==> config.mk <==
export PLATFORM = sky130hd
export DESIGN_NAME = sid_regfile_8580
export DESIGN_NICKNAME = d
export VERILOG_FILES = /design/src/rtl/sid_regfile_pkg.sv /design/src/rtl/sid_bus_latch.sv /design/src/rtl/sid_regfile_8580.sv
export SDC_FILE = /design/constraint.sdc
export NUM_CORES = 1
export LEC_CHECK = 0
export BUFFER_PORTS_ARGS = -buffer_cell sky130_fd_sc_hd__buf_4
export CORE_MARGIN = 2
export CORE_UTILIZATION = 32
export CTS_CLUSTER_SIZE = 40
export DETAILED_ROUTE_END_ITERATION = 12
export PLACE_DENSITY = 0.51
export SYNTH_ARGS = -nofsm -noshare
export SYNTH_HDL_FRONTEND = slang
export SYNTH_SLANG_ARGS = --single-unit
==> constraint.sdc <==
create_clock -name clock -period 2 [get_ports clock]
set_input_delay 0.4 -clock clock [delete_from_list [all_inputs] [get_ports clock]]
set_output_delay 0.4 -clock clock [all_outputs]
set_load 0.02 [all_outputs]
==> src/rtl/sid_regfile_pkg.sv <==
// Shared address map and voice decode for the 8580 SID register file.
package sid_regfile_pkg;

    localparam logic [2:0] REG_FREQ_LO = 3'd0;
    localparam logic [2:0] REG_FREQ_HI = 3'd1;
    localparam logic [2:0] REG_PW_LO   = 3'd2;
    localparam logic [2:0] REG_PW_HI   = 3'd3;
    localparam logic [2:0] REG_CONTROL = 3'd4;
    localparam logic [2:0] REG_ATT_DEC = 3'd5;
    localparam logic [2:0] REG_SUS_REL = 3'd6;

    localparam logic [4:0] VOICE_STRIDE = 5'd7;
    localparam logic [4:0] VOICE1_BASE  = 5'd7;
    localparam logic [4:0] VOICE2_BASE  = 5'd14;
    localparam logic [4:0] VOICE_END    = 5'd21;

    localparam logic [4:0] REG_FC_LO    = 5'h15;
    localparam logic [4:0] REG_FC_HI    = 5'h16;
    localparam logic [4:0] REG_RES_FILT = 5'h17;
    localparam logic [4:0] REG_MODE_VOL = 5'h18;
    localparam logic [4:0] REG_POTX     = 5'h19;
    localparam logic [4:0] REG_POTY     = 5'h1A;
    localparam logic [4:0] REG_OSC3     = 5'h1B;
    localparam logic [4:0] REG_ENV3     = 5'h1C;

    typedef struct packed {
        logic       is_voice;
        logic [1:0] voice;
        logic [2:0] offset;
    } voice_sel_t;

    // Split a bus address into voice index and per-voice register offset.
    function automatic voice_sel_t voice_sel(input logic [4:0] a);
        voice_sel_t s;
        s.is_voice = 1'b1;
        s.voice    = 2'd0;
        s.offset   = a[2:0];
        if (a < VOICE1_BASE) begin
            s.voice  = 2'd0;
            s.offset = 3'(a);
        end else if (a < VOICE2_BASE) begin
            s.voice  = 2'd1;
            s.offset = 3'(a - VOICE1_BASE);
        end else if (a < VOICE_END) begin
            s.voice  = 2'd2;
            s.offset = 3'(a - VOICE2_BASE);
        end else begin
            s.is_voice = 1'b0;
        end
        return s;
    endfunction

endpackage

==> src/rtl/sid_bus_latch.sv <==
// SID data-bus latch; decay to zero is built only when SID_BUS_DECAY_EN is defined.
module sid_bus_latch #(
    parameter logic [23:0] DECAY_CYCLES = 24'd663552
) (
    input  logic       clock,
    input  logic       reset_n,
    input  logic       ce_i,
    input  logic       load_i,
    input  logic [7:0] load_val_i,
    output logic [7:0] latch_o
);

    logic [7:0] latch_q, latch_d;

`ifdef SID_BUS_DECAY_EN
    logic [23:0] cnt_q, cnt_d;

    // Load wins over decay; the latch clears on the tick the count reaches the limit.
    always_comb begin
        latch_d = latch_q;
        cnt_d   = cnt_q;
        if (load_i) begin
            latch_d = load_val_i;
            cnt_d   = 24'd0;
        end else if (ce_i) begin
            if (cnt_q != DECAY_CYCLES) begin
                cnt_d = cnt_q + 24'd1;
            end else begin
                cnt_d = cnt_q;
            end
            if (cnt_d == DECAY_CYCLES) begin
                latch_d = 8'h00;
            end else begin
                latch_d = latch_q;
            end
        end else begin
            cnt_d = cnt_q;
        end
    end

    // Decay counter state.
    always_ff @(posedge clock or negedge reset_n) begin
        if (!reset_n) begin
            cnt_q <= 24'd0;
        end else begin
            cnt_q <= cnt_d;
        end
    end
`else
    logic unused_decay_s;
    assign unused_decay_s = ce_i ^ (^DECAY_CYCLES);

    // Without decay the latch simply holds its last loaded value.
    always_comb begin
        if (load_i) begin
            latch_d = load_val_i;
        end else begin
            latch_d = latch_q;
        end
    end
`endif

    // Latch state.
    always_ff @(posedge clock or negedge reset_n) begin
        if (!reset_n) begin
            latch_q <= 8'h00;
        end else begin
            latch_q <= latch_d;
        end
    end

    assign latch_o = latch_q;

endmodule

==> src/rtl/sid_regfile_8580.sv <==
// 8580 SID CPU-bus register file: write decode, readable registers, bus latch.
// Bus-latch decay is enabled by defining SID_BUS_DECAY_EN.
module sid_regfile_8580 import sid_regfile_pkg::*; #(
    parameter logic [23:0] DECAY_CYCLES = 24'd663552
) (
    input  logic        clock,
    input  logic        reset_n,
    input  logic        ce_1m,
    input  logic        cs,
    input  logic        we,
    input  logic [4:0]  addr,
    input  logic [7:0]  data_in,
    output logic [7:0]  data_out,
    output logic [23:0] freq_lo,
    output logic [23:0] freq_hi,
    output logic [23:0] pw_lo,
    output logic [11:0] pw_hi,
    output logic [23:0] control,
    output logic [23:0] att_dec,
    output logic [23:0] sus_rel,
    output logic [2:0]  fc_lo,
    output logic [7:0]  fc_hi,
    output logic [7:0]  res_filt,
    output logic [7:0]  mode_vol,
    input  logic [7:0]  osc3,
    input  logic [7:0]  env3,
    input  logic [7:0]  pot_x,
    input  logic [7:0]  pot_y
);

    logic [23:0] freq_lo_q, freq_lo_d, freq_hi_q, freq_hi_d, pw_lo_q, pw_lo_d;
    logic [23:0] control_q, control_d, att_dec_q, att_dec_d, sus_rel_q, sus_rel_d;
    logic [11:0] pw_hi_q, pw_hi_d;
    logic [2:0]  fc_lo_q, fc_lo_d;
    logic [7:0]  fc_hi_q, fc_hi_d, res_filt_q, res_filt_d, mode_vol_q, mode_vol_d;
    logic [7:0]  data_out_q, data_out_d;

    logic        wr_s, rd_s, rd_hit_s, latch_load_s;
    logic [7:0]  rd_val_s, latch_val_s, latch_s;
    voice_sel_t  vs_s;

    assign wr_s = ce_1m & cs & we;
    assign rd_s = ce_1m & cs & ~we;
    assign vs_s = voice_sel(addr);

    // Write decode into the voice and filter registers.
    always_comb begin
        freq_lo_d  = freq_lo_q;
        freq_hi_d  = freq_hi_q;
        pw_lo_d    = pw_lo_q;
        pw_hi_d    = pw_hi_q;
        control_d  = control_q;
        att_dec_d  = att_dec_q;
        sus_rel_d  = sus_rel_q;
        fc_lo_d    = fc_lo_q;
        fc_hi_d    = fc_hi_q;
        res_filt_d = res_filt_q;
        mode_vol_d = mode_vol_q;
        if (wr_s && vs_s.is_voice) begin
            case (vs_s.offset)
                REG_FREQ_LO: freq_lo_d[{vs_s.voice, 3'b000} +: 8] = data_in;
                REG_FREQ_HI: freq_hi_d[{vs_s.voice, 3'b000} +: 8] = data_in;
                REG_PW_LO:   pw_lo_d[{vs_s.voice, 3'b000} +: 8]   = data_in;
                REG_PW_HI:   pw_hi_d[{vs_s.voice, 2'b00} +: 4]    = data_in[3:0];
                REG_CONTROL: control_d[{vs_s.voice, 3'b000} +: 8] = data_in;
                REG_ATT_DEC: att_dec_d[{vs_s.voice, 3'b000} +: 8] = data_in;
                REG_SUS_REL: sus_rel_d[{vs_s.voice, 3'b000} +: 8] = data_in;
                default:     freq_lo_d = freq_lo_q;
            endcase
        end else if (wr_s) begin
            case (addr)
                REG_FC_LO:    fc_lo_d    = data_in[2:0];
                REG_FC_HI:    fc_hi_d    = data_in;
                REG_RES_FILT: res_filt_d = data_in;
                REG_MODE_VOL: mode_vol_d = data_in;
                default:      fc_lo_d    = fc_lo_q;
            endcase
        end else begin
            fc_lo_d = fc_lo_q;
        end
    end

    // Read mux: readable registers feed the latch, everything else reads the latch.
    always_comb begin
        rd_hit_s = 1'b1;
        case (addr)
            REG_POTX: rd_val_s = pot_x;
            REG_POTY: rd_val_s = pot_y;
            REG_OSC3: rd_val_s = osc3;
            REG_ENV3: rd_val_s = env3;
            default: begin
                rd_val_s = latch_s;
                rd_hit_s = 1'b0;
            end
        endcase
        if (rd_s) begin
            data_out_d = rd_val_s;
        end else begin
            data_out_d = data_out_q;
        end
        if (wr_s) begin
            latch_val_s = data_in;
        end else begin
            latch_val_s = rd_val_s;
        end
    end

    assign latch_load_s = wr_s | (rd_s & rd_hit_s);

    sid_bus_latch #(
        .DECAY_CYCLES (DECAY_CYCLES)
    ) u_bus_latch (
        .clock      (clock),
        .reset_n    (reset_n),
        .ce_i       (ce_1m),
        .load_i     (latch_load_s),
        .load_val_i (latch_val_s),
        .latch_o    (latch_s)
    );

    // Register state.
    always_ff @(posedge clock or negedge reset_n) begin
        if (!reset_n) begin
            freq_lo_q  <= 24'h0;
            freq_hi_q  <= 24'h0;
            pw_lo_q    <= 24'h0;
            pw_hi_q    <= 12'h0;
            control_q  <= 24'h0;
            att_dec_q  <= 24'h0;
            sus_rel_q  <= 24'h0;
            fc_lo_q    <= 3'h0;
            fc_hi_q    <= 8'h0;
            res_filt_q <= 8'h0;
            mode_vol_q <= 8'h0;
            data_out_q <= 8'h0;
        end else begin
            freq_lo_q  <= freq_lo_d;
            freq_hi_q  <= freq_hi_d;
            pw_lo_q    <= pw_lo_d;
            pw_hi_q    <= pw_hi_d;
            control_q  <= control_d;
            att_dec_q  <= att_dec_d;
            sus_rel_q  <= sus_rel_d;
            fc_lo_q    <= fc_lo_d;
            fc_hi_q    <= fc_hi_d;
            res_filt_q <= res_filt_d;
            mode_vol_q <= mode_vol_d;
            data_out_q <= data_out_d;
        end
    end

    assign freq_lo  = freq_lo_q;
    assign freq_hi  = freq_hi_q;
    assign pw_lo    = pw_lo_q;
    assign pw_hi    = pw_hi_q;
    assign control  = control_q;
    assign att_dec  = att_dec_q;
    assign sus_rel  = sus_rel_q;
    assign fc_lo    = fc_lo_q;
    assign fc_hi    = fc_hi_q;
    assign res_filt = res_filt_q;
    assign mode_vol = mode_vol_q;
    assign data_out = data_out_q;

endmodule

==> flow_summary.json, run 1 <==
{
  "internal_power_mw": 6.74,
  "routabilityCongestion": 0.807,
  "fin_ws_ps": -15.6,
  "synth_edf_count": 0,
  "post-place-cells": 1235,
  "area_growth_pct": 47.9,
  "syn_avg_cell_area_um2": 13.7,
  "route.detailed.wl_per_inst_um": 20.4,
  "die_h_um": 165,
  "nets": 983,
  "crit_chain": "buf_12 > ha_4 > or3_4 > a2bb2oi_2 > a31oi_2 > mux2_4 > nand3_4 > mux2_4",
  "cts.sinks": 199,
  "ir_drop_v": 0.000587,
  "io_buffers": 240,
  "die_w_um": 165,
  "pwr-share-comb_pct": 17.1,
  "drtIter0Drc": 401,
  "finalCritPeriodShare_pct": 101,
  "drive_above_1_share_pct": 57.2,
  "p_switching_mw": 2.87,
  "setup_viol": 12,
  "ys_top_cells_by_area": "dfrtp_1, mux2_2, mux2_1",
  "rows": 59,
  "worstMarginPinSlew_ps": 574,
  "end_kind": "flop",
  "post-place-ws_ps": -571,
  "drtAntennaViolNets": 0,
  "io_pins": 241,
  "cap_violations": 0,
  "cp.arrival_ps": 2330,
  "finalClockSkew_ps": 2.93,
  "slowest_stage": "or3_4",
  "path_max_fanout": 8,
  "slowest_delay_ps": 390,
  "syn-num-nets": 667,
  "yosys.area.top_type": "dfrtp_1",
  "htreeDepth": 4,
  "clk_pin_slew_worst_paths_ps": 80,
  "syn_area_um2": 8340,
  "cts_root_buf": "clkbuf_16",
  "avgViaCountPerCell": 4.97,
  "die_area_um2": 27400,
  "yosysTopAreaCellShare_pct": 59.7,
  "async_flop_share_pct": 100,
  "dp_hpwl_um": 18700,
  "final_max_slew_viol_count": 0,
  "netlist_instances": 610,
  "cts_buffer_depth": 2,
  "fmax_mhz": 496,
  "grt_usage_pct": 18.7,
  "synth_cell_types": 51,
  "clk_latency_ps": 430,
  "hold_violations": 0,
  "cts_buffers": 17,
  "nFillCells": 2325,
  "grt_pass1_vias": 6521,
  "pwr-share-seq_pct": 45.9,
  "p_clk_share_pct": 36.9,
  "grt-ovfl-total": 0,
  "p_sw_share_pct": 29.9,
  "worst-path-buf-inv": 1,
  "grt_pass1_wl_um": 38600,
  "p_leak_nw": 6.34,
  "violations": "negative setup slack",
  "critical_path_class": "input port to flop",
  "cp_top_family": "multiplexers",
  "grt_max_degree": 71,
  "num_antenna_cells": 0,
  "drt-pass1-iter-count": 5,
  "vias": 6331,
  "cp_common_cell": "mux2_4",
  "crit_required_ps": 2310,
  "initial_core_util_pct": 32.3,
  "min_period_ps": 2020,
  "rsz0062_at_grt": "true",
  "stdcell_count": 1274,
  "routed_wl_um": 26000,
  "antenna_found_initial": 1,
  "r2r_slack_ps": 1150,
  "coreArea_um2": 25800,
  "drc_errors": 0,
  "cts_tree": "done",
  "seq_area_frac_synth_pct": 59.7,
  "slew_headroom_pct": 61.6,
  "yosys_most_used_dff": "dfrtp_1",
  "powerDensity_nw_per_um2": 779,
  "worst_setup_path_start_kind": "input port",
  "ys.warnings.count": 0,
  "synth_seq_cells": 199,
  "hold_class": "input port to flop",
  "run_status": "complete, but fails checks"
}
-- power by group through the flow --
stage / logic [mW] / clock network [mW] / registers (mW)
floorplan: 0.519 / 0 / 4.72
global placement: 1.57 / 0 / 4.48
detailed placement: 1.59 / 0 / 4.48
CTS: 1.61 / 3.68 / 4.41
global route: 1.77 / 3.83 / 4.45
finish: 1.64 / 3.55 / 4.41
-- cell families (layout without fill, tap and decap cells) --
| logic type | Yosys count | in the layout | share of synthesized area, % |
|---|---|---|---|
| compound gates | 98 | 98 | 8.58 |
| fa+ha+maj | 7 | 7 | 1.05 |
| buf+inv | 35 | 364 | 1.76 |
| flops | 199 | 199 | 59.7 |
| mux | 159 | 159 | 21.4 |
| simple gates | 112 | 112 | 7.53 |
-- per-stage QoR --
| step | hold slack, ps | cell area (um2) | power (mW) | setup TNS (ps) | util (%) |
|---|---|---|---|---|---|
| after floorplan | 104 | 8680 | 5.24 | -34560 | - |
| after global placement | 339 | 11400 | 6.05 | -74330 | 44.0 |
| after detailed placement | 346 | 11400 | 6.07 | -83210 | 44.0 |
| after CTS | 282 | 12100 | 9.70 | -33.9 | 46.7 |
| after global routing | 282 | 12300 | 10.0 | -1170 | 47.7 |
| final | 295 | 12300 | 9.61 | -76.1 | 47.7 |
-- registers in the layout (all words and copies together), names as in the netlist --
signal and count:
freq_hi 24, res_filt 8, fc_lo 3, u_bus_latch.latch_o 8, pw_hi 12, sus_rel 24, control 24, att_dec 24
freq_lo 24, pw_lo 24, data_out 8, mode_vol 8, fc_hi 8
-- synthesized netlist by cell type, types with 2 or more instances --
cell	number
buf_2	9
nand2_2	4
a21oi_1	8
a222oi_1	8
and4b_1	2
nor2b_1	5
a22o_1	2
mux2_2	111
ha_1	7
o22ai_1	14
dfrtp_1	199
nor3_1	2
nor2_1	18
o2bb2ai_1	25
nand3_2	10
nand3b_1	2
o21ai_0	24
mux2_1	42
inv_1	9
buf_1	2
nand3_1	5
mux2i_1	6
a2bb2oi_1	2
or3_1	2
nand2_1	37
a31oi_1	2
and2_1	15
clkbuf_1	12
a21o_1	2
nand2b_1	3
-- what timing repair did --
action,CTS,global route
hold buffers,1,0
gates resized for setup,15,49
hold endpoints to repair,34,0
pin swaps,6,5
endpoints found under the setup margin,99,153
setup buffers,0,7
-- layout make-up --
cell class	count	area [um2]	area share, %
multi-input cells	376	3660	29.7
repair buffers	321	2600	21.1
flip-flops and latches	199	4980	40.4
well taps	335	419	3.40
inverters	11	48.8	0.396
clock inverters	15	199	1.61
clock buffers	17	425	3.45
-- cells in the final DEF, fill, tap and decap left out, types with 3 or more instances in the layout --
master and n:
a21oi_1 7, a222oi_1 8, and2_1 7, and2_4 8, buf_12 11, buf_4 297
buf_6 10, clkbuf_16 17, clkinv_4 3, clkinv_8 6, dfrtp_1 199, ha_4 4
inv_1 8, inv_8 4, mux2_1 24, mux2_2 97, mux2_4 32, mux2i_1 6
nand2_1 36, nand2_4 3, nand3_1 3, nand3_2 4, nand3_4 8, nor2_1 15
nor2_4 3, o21ai_0 24, o22ai_1 14, o2bb2ai_1 25
-- per-layer routing --
metal | track usage [%] | vias to the layer above | wire, um
li1 | - | 2869 | -
met1 | 25.2 | 3236 | 11100
met2 | 30.0 | 209 | 12400
met3 | 5.54 | 15 | 2110
met4 | 4.15 | 2 | 284
met5 | 0 | - | 12
-- worst paths after layout --
path,start,end,depth (start not counted)
min in group asynchronous,reset_n,att_dec[17]$_DFFE_PN0P_,2
max,addr[1],control[11]$_DFFE_PN0P_,8
max in group asynchronous,reset_n,freq_hi[6]$_DFFE_PN0P_,3
min reg2reg,data_out[2]$_DFFE_PN0P_,data_out[2]$_DFFE_PN0P_,2
max reg2reg,u_bus_latch.latch_o[1]$_DFFE_PN0P_,data_out[1]$_DFFE_PN0P_,2
min,data_in[4],fc_hi[4]$_DFFE_PN0P_,2
Power figures use the tool's default switching activity.
==> run 2: changes to the inputs <==
--- a/config.mk
+++ b/config.mk
@@ -14,3 +14,4 @@
 export SYNTH_ARGS = -nofsm -noshare
 export SYNTH_HDL_FRONTEND = slang
 export SYNTH_SLANG_ARGS = --single-unit
+export TNS_END_PERCENT = 50
==> run 2 against run 1 <==
First-iteration DRC count is 8.0% lower. Worst setup slack got worse by 21 ps. Largest power group unchanged. Count of clock-buffer cells in the layout did not move. The run still ends with negative setup slack left. Highest routed layer is now met4. Via count down 0.43%. Clock power hardly changed. Global-route usage increased by 0.20 points.
==> flow_summary.json, run 2 (synthesis gave the netlist of run 1 again) <==
{
  "run_status": "complete, but fails checks",
  "violations": "negative setup slack",
  "hold_class": "input port to flop",
  "hold_violations": 0,
  "slew_headroom_pct": 59.5,
  "htreeDepth": 4,
  "grt-ovfl-total": 0,
  "holdWs_ps": 288,
  "die_h_um": 165,
  "fmax_mhz": 491,
  "grt_max_degree": 53,
  "cts_buffers": 17,
  "nFillCells": 2319,
  "initial_core_util_pct": 32.3,
  "cts_root_buf": "clkbuf_16",
  "powerDensity_nw_per_um2": 776,
  "routabilityCongestion": 0.855,
  "crit_required_ps": 2310,
  "route.detailed.wl_per_inst_um": 20.9,
  "rsz0062_at_grt": "true",
  "grt_usage_pct": 18.9,
  "io_pins": 241,
  "slowest_stage": "mux2_4",
  "final_common_cell": "buf_4",
  "crit_chain": "buf_6 > ha_4 > and4b_1 > a311oi_2 > nand2_1 > mux2_4 > buf_8 > nand2_8 > mux2_2",
  "drc_errors": 0,
  "io_buffers": 240,
  "slowest_delay_ps": 350,
  "final_max_slew_viol_count": 0,
  "grt_pass1_wl_um": 39200,
  "final_cell_mix": "buf_4, dfrtp_1, mux2_2, mux2_4, nand2_1",
  "die_area_um2": 27400,
  "cts.sinks": 199,
  "critical_path_class": "input port to flop",
  "die_w_um": 165,
  "drtIter0Drc": 369,
  "dp_hpwl_um": 19200,
  "cts_tree": "done",
  "rows": 59,
  "drtAntennaViolNets": 0,
  "avgViaCountPerCell": 4.97,
  "routed_wl_um": 26400,
  "post-place-cells": 1232,
  "setup_viol": 33,
  "antenna_found_initial": 0,
  "ir_drop_v": 0.000582,
  "clk_pin_slew_worst_paths_ps": 80,
  "cp.arrival_ps": 2350,
  "vias": 6304,
  "cts_buffer_depth": 2,
  "clk_latency_ps": 420,
  "p_leak_nw": 6.37,
  "cap_violations": 0,
  "finalSetupTns_ps": -560,
  "drt-pass1-iter-count": 5,
  "worst_setup_path_start_kind": "input port",
  "cp_top_family": "multiplexers",
  "end_kind": "flop",
  "coreArea_um2": 25800,
  "finalClockSkew_ps": 2.07,
  "fin_ws_ps": -36.8,
  "nets": 977,
  "drive_above_1_share_pct": 58.2,
  "stdcell_count": 1268,
  "finalCritPeriodShare_pct": 102,
  "grt_pass1_vias": 6739,
  "area_growth_pct": 48.6,
  "worst-path-buf-inv": 2,
  "worstMarginPinSlew_ps": 605,
  "num_antenna_cells": 0,
  "path_max_fanout": 8,
  "min_period_ps": 2040
}
==> run 2: changes by cell type in the layout (fill, tap and decap cells not counted), moves of 3 or more <==
| cell | change |
|---|---|
| nand2_4 | -3 |
| clkinv_8 | -3 |
| clkinv_4 | -3 |
| mux2_4 | +35 |
| nand3_2 | -4 |
| nand2_8 | +3 |
| nand3_4 | +3 |
| buf_4 | -6 |
| nor2_1 | -3 |
| mux2_2 | -23 |
| nor2_2 | +5 |
| mux2_1 | -12 |
==> run 2: area by class of cell <==
cell class	instances	area, um2	share of cell area (%)
flip-flops and latches	199	4980	40.2
multi-input cells	377	3800	30.7
repair buffers	314	2540	20.5
clock buffers	17	425	3.43
well taps	335	419	3.38
clock inverters	15	181	1.46
inverters	11	41.3	0.333
==> run 2: metrics by stage <==
stage	power (mW)	worst slack (ps)	utilization (%)	cell area, um2
CTS	9.65	-4.70	46.3	12000
floorplan	5.22	-317	-	8560
global route	10.0	-94.6	48.0	12400
global placement	6.04	-598	43.6	11300
finish	9.62	-36.8	48.0	12400
detailed placement	6.06	-645	43.6	11300
==> run 2: timing repair <==
action,CTS,global route
cloned,0,1
hold endpoints to repair,44,0
pin swaps,5,9
buffers inserted,0,4
resized for setup,22,100
endpoints found under the setup margin,147,189
hold buffers,1,0
==> run 2: final timing paths <==
check                                                   start                                  to  slack [ps]  cells after the start
max in group asynchronous                             reset_n              att_dec[2]$_DFFE_PN0P_         830                      3
min reg2reg                u_bus_latch.latch_o[1]$_DFFE_PN0P_  u_bus_latch.latch_o[1]$_DFFE_PN0P_         490                      2
max reg2reg                u_bus_latch.latch_o[1]$_DFFE_PN0P_             data_out[1]$_DFFE_PN0P_        1130                      2
min in group asynchronous                             reset_n               pw_lo[10]$_DFFE_PN0P_         500                      2
max                                                   addr[1]             control[16]$_DFFE_PN0P_         -40                      9
min                                                data_in[3]                fc_hi[3]$_DFFE_PN0P_         290                      2
==> run 2: report_power, final <==
| group | internal (mW) | switching, mW | leakage, nW | total (mW) |
|---|---|---|---|---|
| logic | 0.755 | 0.910 | 3.35 | 1.66 |
| clock network | 1.81 | 1.73 | 0.292 | 3.54 |
| registers | 4.26 | 0.162 | 2.73 | 4.42 |
| total | 6.82 | 2.80 | 6.37 | 9.62 |
==> run 2: worst register-to-register path: cells and delay by family, from the launching register on <==
kind	cells	cell delay, ps
AO/OA/AOI/OAI	2	360
flip-flops	1	380
==> run 2: per-layer routing <==
metal  wire (um)  vias up  track usage, %
met5           0        -               0
met2       12600      186            31.0
li1            -     2838               -
met3        1690       28            5.27
met4         374        0            5.13
met1       11800     3252            24.7
==> run 3: changes to the inputs <==
--- a/config.mk
+++ b/config.mk
@@ -11,6 +11,7 @@
 export CTS_CLUSTER_SIZE = 40
 export DETAILED_ROUTE_END_ITERATION = 12
 export PLACE_DENSITY = 0.51
+export REMOVE_ABC_BUFFERS = 1
 export SYNTH_ARGS = -nofsm -noshare
 export SYNTH_HDL_FRONTEND = slang
 export SYNTH_SLANG_ARGS = --single-unit
==> run 3 against run 2 <==
Worst setup slack lost 59 ps. Clock power is essentially flat. Largest cell class unchanged. Count of clock-buffer cells in the layout is the same. Core utilization grew 0.18 points. Register-to-register slack gained 40 ps. Sequential cell count is the same. Global-route usage grew 0.67 points. Wire length grew 2.8%. Hold slack gained 4.5 ps. Power is essentially flat. The flow still finishes with violations (negative setup slack).
==> flow_summary.json, run 3 (synthesis gave the netlist of run 1 again) <==
{
  "dp_hpwl_um": 19600,
  "area_growth_pct": 49.2,
  "setup_viol": 66,
  "cts.sinks": 199,
  "hold_violations": 0,
  "finalSetupTns_ps": -2480,
  "run_status": "complete, but fails checks",
  "initial_core_util_pct": 32.3,
  "placed_cell_area_um2": 11200,
  "grt_max_degree": 47,
  "drtAntennaViolNets": 0,
  "cp_common_cell": "mux2_4",
  "clk_latency_ps": 430,
  "num_antenna_cells": 0,
  "cp_top_family": "multiplexers",
  "post-place-ws_ps": -725,
  "grt_usage_pct": 19.6,
  "p_total_mw": 9.62,
  "nFillCells": 2310,
  "slew_headroom_pct": 54.9,
  "violations": "negative setup slack",
  "drive_above_1_share_pct": 58.4,
  "p_clk_share_pct": 36.5,
  "nets": 993,
  "slowest_stage": "a311oi_2",
  "slowest_delay_ps": 360,
  "p_leak_nw": 6.40,
  "crit_required_ps": 2320,
  "final_max_slew_viol_count": 0,
  "vias": 6336,
  "clk_pin_slew_worst_paths_ps": 80,
  "die_h_um": 165,
  "powerDensity_nw_per_um2": 773,
  "min_period_ps": 2100,
  "cp.arrival_ps": 2410,
  "p_sw_share_pct": 29.0,
  "ir_drop_v": 0.000633,
  "crit_chain": "buf_12 > ha_4 > and4b_1 > a311oi_2 > a31oi_2 > mux2_4 > buf_6 > nand3_4 > mux2_4",
  "path_max_fanout": 8,
  "cts_root_buf": "clkbuf_16",
  "cap_violations": 0,
  "worst-path-buf-inv": 2,
  "worst_setup_path_start_kind": "input port",
  "cts_buffers": 17,
  "holdWs_ps": 292,
  "end_kind": "flop",
  "drt-pass1-iter-count": 8,
  "htreeDepth": 4,
  "rsz0062_at_grt": "true",
  "drtIter0Drc": 311,
  "postLayoutCellArea_um2": 12400,
  "fmax_mhz": 477,
  "grt_pass1_wl_um": 40100,
  "io_buffers": 240,
  "routabilityCongestion": 0.832,
  "pwr-share-seq_pct": 45.9,
  "rows": 59,
  "fin_ws_ps": -95.7,
  "grt_pass1_vias": 6723,
  "io_pins": 241,
  "hold_class": "input port to flop",
  "worstMarginPinSlew_ps": 674,
  "p_switching_mw": 2.79,
  "drc_errors": 0,
  "die_w_um": 165,
  "cts_tree": "done",
  "pwr-share-comb_pct": 17.5,
  "antenna_found_initial": 0,
  "finalClockSkew_ps": 8.03,
  "grt-ovfl-total": 0,
  "finalCritPeriodShare_pct": 105,
  "critical_path_class": "input port to flop",
  "avgViaCountPerCell": 4.93,
  "final_common_cell": "buf_4",
  "internal_power_mw": 6.83,
  "coreArea_um2": 25800,
  "cts_buffer_depth": 2,
  "die_area_um2": 27400,
  "routed_wl_um": 27200,
  "final_cell_mix": "buf_4, dfrtp_1, mux2_2, mux2_4, nand2_1",
  "route.detailed.wl_per_inst_um": 21.2
}
==> run 3: repair_timing <==
item / 4_1_cts / 5_1_grt
gates cloned: 0 / 0
setup endpoints to repair: 174 / 167
endpoints found under the hold margin: 41 / 0
setup buffers: 5 / 4
hold buffers: 1 / 0
pin swaps: 7 / 13
gates resized for setup: 53 / 66
==> run 3: final timing paths <==
path                                               startpoint                            endpoint  slack [ps]  cells past startpoint
max                                                   addr[1]             control[13]$_DFFE_PN0P_        -100                      9
min                                                data_in[5]                fc_hi[5]$_DFFE_PN0P_         290                      2
max reg2reg                u_bus_latch.latch_o[2]$_DFFE_PN0P_  u_bus_latch.latch_o[2]$_DFFE_PN0P_        1170                      2
min reg2reg                           data_out[0]$_DFFE_PN0P_             data_out[0]$_DFFE_PN0P_         490                      2
max in group asynchronous                             reset_n             control[18]$_DFFE_PN0P_         800                      3
min in group asynchronous                             reset_n             data_out[3]$_DFFE_PN0P_         470                      2
==> run 3: layout make-up <==
cell class	instances	area (um2)	share of cell area (%)
repair buffers	331	2730	21.9
multi-input cells	376	3660	29.4
clock buffers	17	425	3.42
flip-flops and latches	199	4980	40.0
inverters	11	43.8	0.352
clock inverters	15	180	1.45
well taps	335	419	3.37
==> run 3: layer usage <==
layer / global-route usage (%) / vias to the layer above / routed length, um
met5: 0 / - / 0
met4: 6.03 / 0 / 595
met3: 4.90 / 31 / 1550
met2: 33.1 / 181 / 13500
met1: 24.8 / 3240 / 11500
li1: - / 2884 / -
==> run 3: stage by stage <==
stage / utilization (%) / cells
global placement: 43.5 / 1242
global route: 48.2 / 1284
detailed placement: 43.5 / 1242
floorplan: - / 586
finish: 48.2 / 1284
CTS: 46.9 / 1280
==> run 3: power by group through the flow <==
| stage | Clock [mW] | Combinational (mW) | Sequential (mW) |
|---|---|---|---|
| after CTS | 3.60 | 1.63 | 4.42 |
| after global routing | 3.79 | 1.81 | 4.44 |
| final | 3.52 | 1.68 | 4.42 |
| after global placement | 0 | 1.53 | 4.48 |
| after detailed placement | 0 | 1.56 | 4.49 |
| after floorplan | 0 | 0.415 | 4.72 |
